### src/rtl/d_branch_ctrl.sv
// d_branch_ctrl: decode-stage branch resolve with hazard hold, timeout flag and statistics
module d_branch_ctrl #(
  parameter int MAX_WAIT = 3,
  parameter int CNT_W = 32
) (
  input  logic             clk,
  input  logic             reset,
  input  logic [31:0]      D_instr,
  input  logic [31:0]      D_pc4,
  input  logic             D_valid,
  input  logic [31:0]      D_rs_val,
  input  logic [31:0]      D_rt_val,
  input  logic [4:0]       E_wa,
  input  logic [1:0]       E_Tnew,
  input  logic [4:0]       M_wa,
  input  logic [1:0]       M_Tnew,
  input  logic             ext_stall,
  output logic             stall_D,
  output logic             npc_sel,
  output logic [31:0]      branch_target,
  output logic             err_timeout,
  output logic [CNT_W-1:0] br_cnt,
  output logic [CNT_W-1:0] taken_cnt,
  output logic [CNT_W-1:0] stall_cnt
);
  localparam int WW = $clog2(MAX_WAIT + 2);
  typedef enum logic {IDLE, HOLD} state_t;
  state_t state;
  logic [WW-1:0] wcnt, wcnt_n;
  logic [5:0] op;
  logic [4:0] rs, rt;
  logic beq, bne, bgtz, blez, bgez, bltz, is_br, cond, haz_rs, haz_rt, haz, resolve;
  always_comb begin
    op = D_instr[31:26];
    rs = D_instr[25:21];
    rt = D_instr[20:16];
    beq = op == 6'b000100;
    bne = op == 6'b000101;
    bgtz = op == 6'b000111;
    blez = op == 6'b000110;
    bgez = op == 6'b000001 && rt == 5'b00001;
    bltz = op == 6'b000001 && rt == 5'b00000;
    is_br = D_valid & (beq | bne | bgtz | blez | bgez | bltz);
    haz_rs = |rs & ((rs == E_wa & |E_Tnew) | (rs == M_wa & |M_Tnew));
    haz_rt = (beq | bne) & |rt & ((rt == E_wa & |E_Tnew) | (rt == M_wa & |M_Tnew));
    haz = is_br & (haz_rs | haz_rt);
    cond = beq ? D_rs_val == D_rt_val :
           bne ? D_rs_val != D_rt_val :
           bgez ? !D_rs_val[31] :
           bltz ? D_rs_val[31] :
           bgtz ? !D_rs_val[31] & |D_rs_val :
           D_rs_val[31] | ~|D_rs_val;
    resolve = is_br & !haz & !ext_stall;
    stall_D = haz;
    npc_sel = resolve & cond;
    branch_target = D_pc4 + {{14{D_instr[15]}}, D_instr[15:0], 2'b00};
    wcnt_n = !haz ? '0 :
             state == IDLE ? WW'(1) :
             wcnt == WW'(MAX_WAIT + 1) ? wcnt : wcnt + WW'(1);
  end
  always_ff @(posedge clk) begin
    if (reset) begin
      state <= IDLE;
      wcnt <= '0;
      err_timeout <= 1'b0;
      br_cnt <= '0;
      taken_cnt <= '0;
      stall_cnt <= '0;
    end else begin
      state <= haz ? HOLD : IDLE;
      wcnt <= wcnt_n;
      if (wcnt_n > WW'(MAX_WAIT)) err_timeout <= 1'b1;
      stall_cnt <= stall_cnt + CNT_W'(haz);
      br_cnt <= br_cnt + CNT_W'(resolve);
      taken_cnt <= taken_cnt + CNT_W'(npc_sel);
    end
  end
endmodule

### config.mk
export PLATFORM = sky130hd
export DESIGN_NAME = d_branch_ctrl
export DESIGN_NICKNAME = d
export VERILOG_FILES = /design/src/rtl/d_branch_ctrl.sv
export SDC_FILE = /design/constraint.sdc
export NUM_CORES = 1
export LEC_CHECK = 0
export CORE_ASPECT_RATIO = 1.2
export CORE_MARGIN = 4
export CORE_UTILIZATION = 44
export CTS_CLUSTER_DIAMETER = 50
export CTS_CLUSTER_SIZE = 28
export DETAILED_ROUTE_END_ITERATION = 12
export HOLD_SLACK_MARGIN = 0.08
export PLACE_DENSITY_LB_ADDON = 0.1
export SLEW_MARGIN = 20
export SYNTH_ARGS = -nofsm -noshare
export SYNTH_HDL_FRONTEND = slang
export SYNTH_SLANG_ARGS = --single-unit
export TNS_END_PERCENT = 50
### constraint.sdc
create_clock -name clk -period 5.4 [get_ports clk]
set_input_delay 1.08 -clock clk [delete_from_list [all_inputs] [get_ports clk]]
set_output_delay 1.08 -clock clk [all_outputs]
set_load 0.005 [all_outputs]
==> impl_metrics.yaml, run 1 <==
run_status:
  outcome: "finished, final reports clean"
floorplanning:
  floorplan.die_area_um2: 17200
  core_region_area_um2: 14960
  start_util_pct: 44.59
  fp-row-count: 49
  fp.dieW_um: 120.4
  die_height_um: 142.9
  ios: 277
sta:
  timing.final.crit_period_ns: 5.241
  clock_skew_ns: 0.01071
  timing.final.hold_violations: 0
  slew_headroom_pct: 33.31
  setup-tns-final_ns: 0
  setup-violations-final: 0
  drv_slew: 0
  worst_pin_slew_ns: 1.000
  rsz0062_at_grt: "false"
  min_period_over_period_pct: 97.06
  fmax_ghz: 0.1908
logic_synthesis:
  synthMostInstantiatedCell: "sky130_fd_sc_hd__nor2_1"
  synth_sequential_area_ratio_pct: 30.31
  post-synth-top-area-cell: "sky130_fd_sc_hd__dfxtp_1"
  instance_count_of_the_mapped_netlist: 803
  yosys_most_used_dff: "sky130_fd_sc_hd__dfxtp_1"
  syn_area_per_cell_um2: 8.307
  synth_commonest_cells: "111 x sky130_fd_sc_hd__nor2_1, 101 x sky130_fd_sc_hd__dfxtp_1, 96 x sky130_fd_sc_hd__xor2_1, 64 x sky130_fd_sc_hd__xnor2_1"
  syn_area_um2: 6670
  mappedNetlistNets: 987
  synth-async-reset-ratio_pct: 0
  synth_largest_type_area_fraction_pct: 30.31
  yosys_register_bits: 101
  synth_enable_flop_cells: 0
  synthesis.yosys.warnings: 0
  netlist-cell-type-count: 67
  synth_area_leaders: "sky130_fd_sc_hd__dfxtp_1 30%, sky130_fd_sc_hd__xor2_1 13%, sky130_fd_sc_hd__xnor2_1 8.4%"
placed_design:
  place.port_buffers: 272
  dp_hpwl_mm: 15.17
  routabilityCongestion: 0.8905
  detailed_place.area_um2: 9589
  placed_cells: 1265
power_and_ir_drop:
  p_per_area_nw_per_um2: 200.1
  power.static_leakage_nw: 3.731
  vdd.ir_drop.worst_v: 0.0001730
clock_network:
  clock_path_buffers: 2
  cts_resized: 0
  clk_pin_slew_worst_paths_ns: 0.07
  clock_tree.root_cell: "sky130_fd_sc_hd__clkbuf_16"
  num_cts_buffers: 9
  tritoncts: "done"
  cts.repair_timing.setup_buffer_count: 0
  clock_latency_on_the_worst_skew_pair_ns: 0.34
  clock-sinks: 101
  cts_max_level: 3
  post_cts_hold_buffer_count: 0
worst_setup_path:
  reg2reg_to: "taken_cnt[24]"
  ff2ff_path_depth: 10
  critical_path_fanout_max: 4
  worst_setup_path_end_kind: "output pin"
  timing.reg2reg.setup_slack_ns: 3.12
  setup.worst_path.class: "input port to output pin"
  cp-start-kind: "input port"
  critical_path_arrival_ns: 4.16
  worstReg2RegStart: "taken_cnt[0]"
  cp_data_required_time_ns: 4.32
cells_and_area:
  fillerInstances: 1357
  finish.cell_count_without_fillers: 1280
  layout.core_utilization_pct: 66.44
  drive_above_1_share_pct: 5.019
  register_area_um2: 2022
  multiInputGateArea_um2: 4438
  antennaDiodeCount: 0
  area_growth_syn_to_layout_pct: 49.00
  final_area_um2: 9938
  total_number_of_nets_in_the_final_design: 1256
drt:
  met2WireLength_mm: 9.338
  drt_drc_violations_left: 0
  drt-pass1-iter-count: 4
  totalWireLength_mm: 18.61
  route.vias.total: 6436
  route.layer.met1.wl_mm: 7.276
  detail_route.vias_per_cell: 5.028
  route.top_layer_used: "met4"
  ant_nets: 0
  drt_first_iter_violations: 267
  drt-wirelength-per-cell_um: 14.54
  met3_wirelength_mm: 1.409
global_routing:
  maximum_number_of_pins_on_one_net_before_global_route_repair: 99
  grt_pass1_wl_mm: 29.41
  grt_pass1_vias: 6293
  number_of_antenna_violations_at_the_first_check_in_global_routing: 0
  total_track_usage_pct: 20.84
  gr-total-overflow: 0
min_path:
  hold_path_class: "flop to flop"
  worst_hold_startpoint: "state"
  timing.hold.worst_path_depth: 1
  min_delay_worst_endpoint: "wcnt[0]"
job:
  timing.max_cap.violations: 0
-- per-stage QoR --
step	setup slack, ns	total power, mW	hold WS (ns)
after floorplan	1.188	0.9988	0.4154
after global placement	0.09164	1.259	0.4441
after detailed placement	0.08392	1.261	0.4509
after CTS	0.07355	2.009	0.4546
after global routing	0.02841	2.077	0.4770
final	0.1587	1.988	0.4618
-- cell families after synthesis --
family	count (synthesis)	synth area share [%]
and+or+nand+nor	340	26.30
xor gates and xnor gates	160	21.01
AOI/OAI and AO/OA	116	11.99
DFF	101	30.31
buffers and inverters	48	3.151
adders and majority gates	38	7.241
-- cells in the final DEF, fill, tap and decap left out, types with 4 or more instances in the layout --
master / instances
sky130_fd_sc_hd__a21oi_2: 7
sky130_fd_sc_hd__and4_1: 8
sky130_fd_sc_hd__nor2_1: 111
sky130_fd_sc_hd__a21o_1: 15
sky130_fd_sc_hd__clkbuf_16: 9
sky130_fd_sc_hd__nor2b_1: 8
sky130_fd_sc_hd__nor4_1: 21
sky130_fd_sc_hd__xnor2_1: 64
sky130_fd_sc_hd__nand3_1: 50
sky130_fd_sc_hd__a21oi_1: 34
sky130_fd_sc_hd__and3_1: 17
sky130_fd_sc_hd__o21ai_1: 4
sky130_fd_sc_hd__ha_1: 37
sky130_fd_sc_hd__nand2_1: 50
sky130_fd_sc_hd__or3_1: 13
sky130_fd_sc_hd__nor3_1: 13
sky130_fd_sc_hd__o31ai_1: 4
sky130_fd_sc_hd__nand4_1: 23
sky130_fd_sc_hd__dfxtp_1: 101
sky130_fd_sc_hd__o21ai_0: 20
sky130_fd_sc_hd__clkdlybuf4s50_1: 270
sky130_fd_sc_hd__xor2_1: 96
sky130_fd_sc_hd__buf_4: 8
sky130_fd_sc_hd__a31oi_1: 4
sky130_fd_sc_hd__inv_1: 26
-- where the power goes --
| group | switching (mW) | internal [mW] |
|---|---|---|
| registers | 0.000123 | 0.744 |
| clock network | 0.283 | 0.466 |
| logic | 0.207 | 0.289 |
-- worst max-delay path by stage --
stage | startpoint | end | slack (ns)
finish | D_instr[0] | branch_target[30] | 0.16
detailed placement | D_instr[0] | branch_target[28] | 0.08
global placement | D_instr[0] | branch_target[28] | 0.09
CTS | D_instr[0] | branch_target[28] | 0.07
global route | D_pc4[2] | branch_target[30] | 0.03
floorplan | D_instr[0] | branch_target[28] | 1.19
-- cell type report --
class                      instances  share of cell area, %
tap                              204                  2.568
timing repair buffer             279                  27.92
multi-input combinational        654                  44.66
sequential                       101                  20.34
clock inverter                     5                  1.083
inverter                          27                  1.020
clock buffer                      10                  2.405
-- registers in the layout, summed over array words and instances, names as in the netlist --
signal / flops
br_cnt: 32
state: 1
taken_cnt: 32
err_timeout: 1
wcnt: 3
stall_cnt: 32
-- per-layer routing --
layer	global-route usage (%)	vias to the layer above
met4	7.220	0
met2	38.33	207
met5	0	-
met3	6.656	28
li1	-	3340
met1	22.44	2861
-- critical path, cell delays in order --
cell and delay, ns:
sky130_fd_sc_hd__clkdlybuf4s50_1 0.46, sky130_fd_sc_hd__ha_1 0.16, sky130_fd_sc_hd__inv_1 0.06, sky130_fd_sc_hd__fa_1 0.39, sky130_fd_sc_hd__and2b_1 0.23, sky130_fd_sc_hd__o211ai_1 0.08, sky130_fd_sc_hd__a21boi_1 0.16, sky130_fd_sc_hd__or2_2 0.18
sky130_fd_sc_hd__a21oi_2 0.09, sky130_fd_sc_hd__o21ai_1 0.37, sky130_fd_sc_hd__a21oi_1 0.11, sky130_fd_sc_hd__and4b_1 0.28, sky130_fd_sc_hd__clkdlybuf4s50_1 0.51
Power figures use the tool's default switching activity.
==> run 2: changes to the inputs <==
Settings changed: CORE_MARGIN 4 to 2.
==> impl_metrics.yaml, run 2 (synthesis gave the netlist of run 1 again) <==
run_status:
  outcome: "finished, final reports clean"
sta:
  slew_headroom_pct: 44.68
  min_period_over_period_pct: 96.73
  clock_skew_ns: 0.009247
  fmax_ghz: 0.1914
  setup-violations-final: 0
  timing.final.hold_violations: 0
  worst_pin_slew_ns: 0.8298
  final.setup.worst_slack_ns: 0.1766
  timing.final.crit_period_ns: 5.223
  setup-tns-final_ns: 0
  rsz0062_at_grt: "false"
  drv_slew: 0
cells_and_area:
  finish.cell_count_without_fillers: 1283
  total_number_of_nets_in_the_final_design: 1258
  drive_above_1_share_pct: 5.468
  antennaDiodeCount: 0
  layout.cells.most_common_list: "270 x sky130_fd_sc_hd__clkdlybuf4s50_1, 111 x sky130_fd_sc_hd__nor2_1, 101 x sky130_fd_sc_hd__dfxtp_1"
  layout.core_utilization_pct: 66.60
  mostFrequentLayoutCell: "sky130_fd_sc_hd__clkdlybuf4s50_1"
  largest_registers: "br_cnt (32), stall_cnt (32), taken_cnt (32)"
  area_growth_syn_to_layout_pct: 48.75
power_and_ir_drop:
  p_per_area_nw_per_um2: 191.1
  power.static_leakage_nw: 3.714
  total_power_mw: 1.896
  vdd.ir_drop.worst_v: 0.0001474
drt:
  route.vias.total: 6513
  ant_nets: 0
  detail_route.vias_per_cell: 5.076
  drt-wirelength-per-cell_um: 14.04
  drt-pass1-iter-count: 4
  totalWireLength_mm: 18.02
  drt_first_iter_violations: 260
  drt_drc_violations_left: 0
floorplanning:
  fp.dieW_um: 116.4
  core_region_area_um2: 14900
  die_height_um: 138.9
  fp-row-count: 49
  floorplan.die_area_um2: 16160
  start_util_pct: 44.77
  ios: 277
worst_setup_path:
  cp_data_required_time_ns: 4.32
  critical_path_arrival_ns: 4.14
  reg2reg_to: "taken_cnt[28]"
  worst_setup_path_end_kind: "output pin"
  ff2ff_path_depth: 10
  worstReg2RegStart: "taken_cnt[0]"
  crit_start: "D_instr[0]"
  setup.worst_path.class: "input port to output pin"
  critPathMaxStageDelay_ns: 0.52
  cp-start-kind: "input port"
  critical_path_fanout_max: 3
  cpMaxStageDelayCell: "sky130_fd_sc_hd__clkdlybuf4s50_1"
  timing.reg2reg.setup_slack_ns: 3.07
  crit_top_cell: "sky130_fd_sc_hd__clkdlybuf4s50_1"
  timing.critical_path.cells: "clkdlybuf4s50_1 -> ha_1 -> inv_1 -> fa_1 -> and2b_1 -> o211ai_1 -> a21boi_1 -> o21ai_1 -> a21oi_2 -> o221ai_2 -> buf_4 -> o31ai_2 -> xnor2_1 -> clkdlybuf4s50_1"
placed_design:
  place_ws_ns: -0.02201
  placed_cells: 1266
  dp_hpwl_mm: 14.69
  routabilityCongestion: 0.8718
  place.port_buffers: 272
job:
  timing.max_cap.violations: 0
global_routing:
  total_track_usage_pct: 22.13
  grt_pass1_vias: 6400
  grt_pass1_wl_mm: 29.60
  number_of_antenna_violations_at_the_first_check_in_global_routing: 0
  maximum_number_of_pins_on_one_net_before_global_route_repair: 53
  gr-total-overflow: 0
clock_network:
  cts_max_level: 3
  tritoncts: "done"
  clock-sinks: 101
  clock_path_buffers: 2
  clock_tree.root_cell: "sky130_fd_sc_hd__clkbuf_16"
  clk_pin_slew_worst_paths_ns: 0.07
  clock_latency_on_the_worst_skew_pair_ns: 0.33
  num_cts_buffers: 9
min_path:
  worst_hold_startpoint: "state"
  timing.hold.worst_path_depth: 1
  hold_path_class: "flop to flop"
  min_delay_worst_endpoint: "wcnt[0]"
## run 2: worst max path at each step
stage                                   end  slack [ns]
after global placement    branch_target[28]        0.01
after CTS                 branch_target[24]         0.1
after detailed placement  branch_target[28]       -0.02
after global routing      branch_target[24]        0.01
final                     branch_target[24]        0.18
after floorplan           branch_target[28]        1.19
## run 2: area by class of cell
class	count	area (µm²)
clock inverters	5	63.81
multi-input cells	654	4453
well taps	204	255.2
clock buffers	11	242.7
repair buffers	281	2784
flip-flops and latches	101	2022
fillers	1331	4976
inverters	27	101.3
## run 2: power breakdown
| group | switching, mW | internal [mW] | leakage [nW] | total, mW |
|---|---|---|---|---|
| sequential | 0.000110 | 0.744 | 0.813 | 0.745 |
| combinational | 0.206 | 0.291 | 2.75 | 0.497 |
| clock | 0.277 | 0.377 | 0.147 | 0.655 |
## run 2: critical path, delay by kind of cell
family,cells,cell delay [ns]
buffers and inverters,4,1.20
AO/OA/AOI/OAI,6,0.94
adder cells (fa/ha/maj),2,0.56
AND/OR/NAND/NOR,1,0.24
XOR/XNOR,1,0.15
## run 2: metal layers
metal | wire length [µm] | global-route usage [%] | up-vias | share of wire [%]
li1 | - | - | 3344 | -
met1 | 7073 | 24.97 | 2958 | 39
met2 | 9227 | 40.18 | 187 | 51
met3 | 1401 | 6.643 | 24 | 7.8
met4 | 314 | 5.201 | 0 | 1.7
met5 | 0 | 0 | - | 0
## run 2: metrics by stage
stage | hold slack, ns | instance area [µm²]
floorplan | 0.4154 | 6670
global placement | 0.4318 | 9594
detailed placement | 0.4406 | 9594
CTS | 0.4569 | 9913
global route | 0.4612 | 9922
finish | 0.4514 | 9922
## run 2: timing repair
| action | CTS | global route |
|---|---|---|
| buffers inserted | 1 | 0 |
| resized for setup | 2 | 2 |
| endpoints found under the setup margin | 1 | 3 |
| pin swaps | 1 | 0 |
| hold buffers | 0 | 0 |
